==> src/rtl/id_fwd_scoreboard.sv <==
// id_fwd_scoreboard: ID-stage operand forwarding and load-use hazard detection over FWD_DEPTH stages.
// Optional stall bubble counter enabled by defining ID_STALL_CNT_EN.
module id_fwd_scoreboard #(
    parameter int GPR_ADDR_W = 5,
    parameter int DATA_W     = 32,
    parameter int FWD_DEPTH  = 3,
    parameter int LD_LAT     = 1
) (
    input  logic                        clk,
    input  logic                        reset_,
    input  logic                        pipe_adv,
    input  logic                        flush,
    input  logic                        id_valid,
    input  logic [GPR_ADDR_W-1:0]       id_ra_addr,
    input  logic [GPR_ADDR_W-1:0]       id_rb_addr,
    input  logic                        id_use_ra,
    input  logic                        id_use_rb,
    input  logic                        id_gpr_we_,
    input  logic [GPR_ADDR_W-1:0]       id_dst_addr,
    input  logic                        id_is_load,
    input  logic [DATA_W-1:0]           gpr_data_0,
    input  logic [DATA_W-1:0]           gpr_data_1,
    input  logic [FWD_DEPTH*DATA_W-1:0] stg_data,
    input  logic                        stall_cnt_clr,
    output logic [DATA_W-1:0]           ra_data,
    output logic [DATA_W-1:0]           rb_data,
    output logic                        ld_hazard,
    output logic [31:0]                 stall_cnt
);
    logic [FWD_DEPTH-1:0]  valid_q, we_q, ld_q;
    logic [GPR_ADDR_W-1:0] dst_q [FWD_DEPTH];
    logic                  ra_pend, rb_pend;

    // Scan oldest to youngest so the lowest matching entry overrides.
    always_comb begin
        ra_data = gpr_data_0;
        rb_data = gpr_data_1;
        ra_pend = 1'b0;
        rb_pend = 1'b0;
        for (int k = FWD_DEPTH - 1; k >= 0; k--) begin
            if (valid_q[k] && we_q[k] && dst_q[k] == id_ra_addr) begin
                ra_data = stg_data[k*DATA_W +: DATA_W];
                ra_pend = ld_q[k] && (k < LD_LAT);
            end
            if (valid_q[k] && we_q[k] && dst_q[k] == id_rb_addr) begin
                rb_data = stg_data[k*DATA_W +: DATA_W];
                rb_pend = ld_q[k] && (k < LD_LAT);
            end
        end
        ld_hazard = (id_use_ra && ra_pend) || (id_use_rb && rb_pend);
    end

    always_ff @(posedge clk or negedge reset_) begin
        if (!reset_) begin
            valid_q <= '0;
            we_q    <= '0;
            ld_q    <= '0;
            for (int k = 0; k < FWD_DEPTH; k++) dst_q[k] <= '0;
        end else if (flush) begin
            valid_q <= '0;
        end else if (pipe_adv) begin
            valid_q  <= {valid_q[FWD_DEPTH-2:0], id_valid && !ld_hazard};
            we_q     <= {we_q[FWD_DEPTH-2:0], ~id_gpr_we_};
            ld_q     <= {ld_q[FWD_DEPTH-2:0], id_is_load};
            dst_q[0] <= id_dst_addr;
            for (int k = 1; k < FWD_DEPTH; k++) dst_q[k] <= dst_q[k-1];
        end
    end

`ifdef ID_STALL_CNT_EN
    logic [31:0] stall_cnt_q;

    always_ff @(posedge clk or negedge reset_) begin
        if (!reset_)
            stall_cnt_q <= '0;
        else if (stall_cnt_clr)
            stall_cnt_q <= '0;
        else if (ld_hazard && pipe_adv && !flush && stall_cnt_q != 32'hFFFF_FFFF)
            stall_cnt_q <= stall_cnt_q + 32'd1;
    end

    assign stall_cnt = stall_cnt_q;
`else
    logic unused_clr;
    assign unused_clr = stall_cnt_clr;
    assign stall_cnt  = '0;
`endif
endmodule

==> config.mk <==
export PLATFORM = sky130hd
export DESIGN_NAME = id_fwd_scoreboard
export DESIGN_NICKNAME = d
export VERILOG_FILES = /design/src/rtl/id_fwd_scoreboard.sv
export SDC_FILE = /design/constraint.sdc
export NUM_CORES = 1
export LEC_CHECK = 0
export ABC_CLOCK_PERIOD_IN_PS = 3400
export BUFFER_PORTS_ARGS = -buffer_cell sky130_fd_sc_hd__buf_2
export CORE_AREA = 4 4 108 110
export DETAILED_ROUTE_END_ITERATION = 6
export DIE_AREA = 0 0 112 114
export PLACE_DENSITY_LB_ADDON = 0.2
export SETUP_SLACK_MARGIN = 0.5
export SKIP_CTS_REPAIR_TIMING = 1
export SYNTH_ARGS = -nofsm -noshare
export SYNTH_HDL_FRONTEND = slang
export SYNTH_SLANG_ARGS = --single-unit
export TNS_END_PERCENT = 20
==> constraint.sdc <==
create_clock -name clk -period 3.4 [get_ports clk]
set_input_delay 0.68 -clock clk [delete_from_list [all_inputs] [get_ports clk]]
set_output_delay 0.68 -clock clk [all_outputs]
set_load 0.02 [all_outputs]
==> results.json, run 1 <==
{
  "slowest_delay_ns": 0.42,
  "yosys-top-cells-area": "dfrtp_1 (15%), a221oi_2 (12%), o21ai_0 (11%)",
  "fin_crit_ns": 3.01,
  "die_w_um": 112,
  "synthToLayoutAreaGrowth_pct": 49.0,
  "final_max_slew_viol_count": 0,
  "portBuffers": 248,
  "gp_congestion": 0.880,
  "numCtsBuffers": 3,
  "wl_met2_um": 8920,
  "cp_top_family": "simple AND/OR/NAND/NOR gates",
  "wl_met1_um": 6600,
  "dr_total_vias": 4893,
  "setup-tns-final_ns": 0,
  "drive_gt1_share_pct": 51.1,
  "clock_sinks": 22,
  "yosysWarnings": 0,
  "skew_ns": 0.00614,
  "ant_nets": 0,
  "cts_max_path_buffers": 2,
  "syn_area_per_cell_um2": 7.63,
  "fmax_mhz": 332,
  "path_clk_slew_ns": 0.08,
  "synth_ff_type": "dfrtp_1",
  "hold_viol_final": 0,
  "via_per_inst": 5.72,
  "antenna_found_initial": 2,
  "ys_types": 30,
  "path_buf_inv": 3,
  "path_common_cell": "buf_2",
  "fillCellCount": 1066,
  "grt_usage_pct": 23.8,
  "grt-ovfl-total": 0,
  "cp.arrival_ns": 2.33,
  "pin_count": 282,
  "wl_per_cell_um": 20.3,
  "die-area_um2": 12800,
  "grt_first_pass_wirelength_um": 24900,
  "dieHeight_um": 114,
  "synth.top_cell.area_share_pct": 15.2,
  "rows": 38,
  "stdcell_count": 855,
  "crit_fanout": 16,
  "htree_levels": 1,
  "cts_tree": "done",
  "max-vdd-ir-drop_v": 0.000239,
  "yosysSeqAreaShare_pct": 15.2,
  "crit_path_end_kind": "output port",
  "final_util_pct": 50.5,
  "synthCells": 475,
  "crit_required_ns": 2.72,
  "leakage_nw": 2.50,
  "synth-edff-count": 0,
  "critPathLaunchType": "primary input",
  "final_cell_mix": "buf_2 (237), o21ai_0 (71), nand2_1 (67), o21ai_1 (57), a221oi_2 (35)",
  "rsz0062_at_grt": "true",
  "clock_latency_ns": 0.26,
  "slowest_stage": "or3_4",
  "cts-root-buf": "clkbuf_8",
  "period_share_pct": 88.5,
  "hold_class": "in2async",
  "p_per_area_nw_per_um2": 242,
  "initial_core_util_pct": 33.9,
  "layout_commonest_cell": "buf_2",
  "core_area_um2": 10700,
  "path_cells": "buf_2 -> xnor2_1 -> nand3_1 -> or3_4 -> buf_6 -> a221oi_1 -> o21ai_1 -> buf_2",
  "maxSlewHeadroom_pct": 66.4,
  "layout.nets": 900,
  "setup_viol": 0,
  "grt_max_degree": 34,
  "grt_pass1_vias": 4903,
  "drt_wl_total_um": 17400,
  "wl_met3_um": 1530,
  "synth_area_leader_cell": "dfrtp_1",
  "max_slew.worst_pin.slew_ns": 0.504,
  "max_cap_violations": 0,
  "drt_pass1_iterations": 6,
  "ys_ff_latch": 22,
  "drc_errors": 0,
  "async_flop_share_pct": 100,
  "dp_hpwl_um": 12100,
  "highest_layer": "met5",
  "power_mw": 1.31,
  "drtIter0Drc": 435,
  "syn_area_um2": 3620,
  "placed_cells": 840,
  "path_class": "in2out",
  "status": "finished clean"
}
## logic make-up (layout without fill, tap and decap cells)
family                 Yosys count  count (layout)  share of synthesized area, %
AND/OR/NAND/NOR                124             124                          16.6
AO/OA/AOI/OAI                  195             195                          38.9
multiplexers                    21              21                          6.42
flip-flops                      22              22                          15.2
buffers and inverters           82             290                          15.6
other                            1              33                         0.103
XOR/XNOR                        30              30                          7.25
## registers in the layout, indices dropped and copies added (netlist names)
register / flops
dst_q: 15
ld_q: 1
valid_q: 3
we_q: 3
## synth_stat cells, types with 5 or more instances
cell type,number
clkbuf_1,22
buf_2,10
and3_1,32
a221oi_2,30
buf_4,32
buf_6,15
xnor2_1,14
mux2_2,18
nand2_1,68
o21ai_0,80
xor2_1,16
a221oi_1,34
nor2_1,5
o21ai_1,48
dfrtp_1,22
## worst register-to-register path: stages (launching register included)
cell and delay [ns]:
dfrtp_1 0.45, xor2_1 0.20, nor4_2 0.37, and4_1 0.31, buf_4 0.17, a22o_1 0.14
o22ai_1 0.06
## layer usage
metal | vias to the layer above | GRT usage [%]
li1 | 2203 | -
met1 | 2343 | 28.6
met2 | 315 | 44.3
met3 | 30 | 4.03
met4 | 2 | 5.29
met5 | - | 0
## worst paths after layout
kind	end	slack [ns]	cells past startpoint	startpoint
max	rb_data[19]	0.39	8	id_rb_addr[1]
min reg2reg	ld_q[0]	0.54	1	ld_q[0]
max in group asynchronous	dst_q[11]	2.68	1	reset_
min	dst_q[10]	0.37	1	reset_
min in group clk	ld_q[0]	0.54	1	ld_q[0]
max reg2reg	valid_q[0]	1.60	6	dst_q[14]
## through the flow
| stage | setup slack [ns] | cell area, um^2 | hold WS [ns] |
|---|---|---|---|
| floorplan | 0.565 | 3740 | 0.384 |
| global placement | 0.144 | 4850 | 0.522 |
| detailed placement | 0.139 | 4850 | 0.521 |
| CTS | 0.139 | 4910 | 0.384 |
| global route | 0.304 | 5400 | 0.399 |
| finish | 0.391 | 5400 | 0.371 |
## layout make-up
type                    count  area [um^2]  share of cell area, %
multi-input cells         402         2830                   52.5
repair buffers            286         1780                   33.0
flip-flops and latches     22          551                   10.2
well taps                 140          175                   3.24
clock buffers               4         55.1                   1.02
diodes                      1         2.50                 0.0463
## where the power goes
group	leakage [nW]	switching, mW	total [mW]	internal [mW]
clock network	0.0288	0.0856	0.189	0.103
logic	2.21	0.399	0.723	0.323
registers	0.263	0.0790	0.395	0.316
total	2.50	0.564	1.31	0.743
Power figures use the tool's default switching activity.
==> run 2, diff against run 1 <==
CORE_AREA = unset   (was 4 4 108 110)
CORE_MARGIN = 4   (was unset)
CORE_UTILIZATION = 35   (was unset)
DIE_AREA = unset   (was 0 0 112 114)
==> run 2 against run 1 <==
Sequential power is essentially flat. Count of clock-buffer cells in the layout shrank 1. Critical path depth stayed put. Worst setup slack gained 0.019 ns. Highest routed layer unchanged. Critical path type unchanged.
==> results.json, run 2 (synthesized netlist as in run 1, its figures left out) <==
{
  "cts_tree": "done",
  "seq_power_share_pct": 30.3,
  "max_cap_violations": 0,
  "rows": 36,
  "swShare_pct": 43.3,
  "crit_required_ns": 2.72,
  "grt_first_pass_wirelength_um": 23700,
  "crit_fanout": 29,
  "cts_max_path_buffers": 2,
  "path_clk_slew_ns": 0.08,
  "core_area_um2": 9910,
  "grt_usage_pct": 24.7,
  "drive_gt1_share_pct": 51.3,
  "setup-tns-final_ns": 0,
  "dp_hpwl_um": 12300,
  "wl_per_cell_um": 20.5,
  "p_int_mw": 0.738,
  "clock_latency_ns": 0.26,
  "crit_path_end_kind": "output port",
  "reg2reg_depth": 6,
  "r2r_slack_ns": 1.67,
  "grt_max_degree": 34,
  "p_per_area_nw_per_um2": 238,
  "max-vdd-ir-drop_v": 0.000233,
  "path_buf_inv": 3,
  "fin_crit_ns": 2.99,
  "initial_core_util_pct": 36.6,
  "top_regs": "dst_q: 15 flops, valid_q: 3 flops, we_q: 3 flops",
  "pin_count": 282,
  "largest-register": "dst_q",
  "combPwrFrac_pct": 57.5,
  "antenna_found_initial": 4,
  "grt-ovfl-total": 0,
  "layout_commonest_cell": "buf_2",
  "hold_class": "in2async",
  "numCtsBuffers": 3,
  "cp_top_family": "simple AND/OR/NAND/NOR gates",
  "leakage_nw": 2.53,
  "final_cell_area_um2": 5470,
  "placed_cells": 830,
  "drt_wl_total_um": 17400,
  "slowest_delay_ns": 0.41,
  "die-area_um2": 12000,
  "skew_ns": 0.00281,
  "period_share_pct": 87.9,
  "clock_power_share_pct": 12.1,
  "clock_sinks": 22,
  "critPathLaunchType": "primary input",
  "synthToLayoutAreaGrowth_pct": 51.0,
  "htree_levels": 1,
  "dieHeight_um": 110,
  "dr_total_vias": 4892,
  "power_mw": 1.30,
  "ant_nets": 0,
  "drt_pass1_iterations": 5,
  "path_cells": "buf_2 -> xor2_1 -> nor4_2 -> and4_4 -> buf_12 -> nand2_1 -> o21ai_1 -> buf_4",
  "largest_reg_flops": 15,
  "setup_viol": 0,
  "hold_viol_final": 0,
  "fmax_mhz": 334,
  "stdcell_count": 852,
  "gp_congestion": 0.863,
  "final_cell_mix": "buf_2 (230), o21ai_0 (73), nand2_1 (68), o21ai_1 (55), a221oi_2 (35)",
  "postPlaceCellArea_um2": 4820,
  "layout.nets": 904,
  "cp.arrival_ns": 2.31,
  "rsz0062_at_grt": "true",
  "worstSetupPathDepth": 8,
  "slowest_stage": "nor4_2",
  "final_max_slew_viol_count": 0,
  "portBuffers": 248,
  "r2r_start": "dst_q[10]",
  "grt_pass1_vias": 4661,
  "die_w_um": 110,
  "power_switching_mw": 0.563,
  "path_class": "in2out",
  "drc_errors": 0,
  "cts-root-buf": "clkbuf_8",
  "status": "finished clean",
  "drtIter0Drc": 297,
  "via_per_inst": 5.74,
  "crit_start": "id_rb_addr[4]"
}
==> run 2: changes by cell type in the layout (fill, tap and decap cells not counted), moves of 2 or more <==
cell,before,now
buf_2,237,230
buf_4,27,34
a221oi_1,26,28
a221oi_4,3,1
buf_12,8,10
o21ai_0,71,73
o21ai_1,57,55
==> run 2: layout make-up <==
class	instances	area, um^2
fillers	984	4440
multi-input cells	402	2830
repair buffers	290	1880
flip-flops and latches	22	552
well taps	133	166
clock buffers	3	41.3
diodes	2	5.00
==> run 2: worst paths after layout <==
kind | end
worst max-delay path | rb_data[1]
worst min-delay path | dst_q[10]
worst max register to register | valid_q[0]
worst min register to register | ld_q[0]
max in group asynchronous | dst_q[5]
min in group clk | ld_q[0]
==> run 2: power groups by stage <==
stage	Sequential (mW)	Combinational, mW	Clock [mW]
finish	0.395	0.748	0.158
global route	0.405	0.806	0.175
CTS	0.381	0.649	0.162
detailed placement	0.386	0.646	0
global placement	0.382	0.636	0
floorplan	0.374	0.416	0
==> run 2: metrics by stage <==
stage	setup slack [ns]	utilization (%)	hold slack [ns]
6_report	0.410	55.2	0.374
5_1_grt	0.323	55.2	0.412
4_1_cts	0.148	49.1	0.396
3_5_place_dp	0.148	48.6	0.526
3_3_place_gp	0.185	48.6	0.512
2_1_floorplan	0.565	-	0.384
==> run 2: layer usage <==
metal / wire, um / global-route usage [%] / vias to the layer above
met3: 1620 / 4.23 / 46
met5: 26 / 0 / -
met4: 459 / 7.57 / 4
met2: 8800 / 45.1 / 316
met1: 6520 / 29.3 / 2299
li1: - / - / 2227
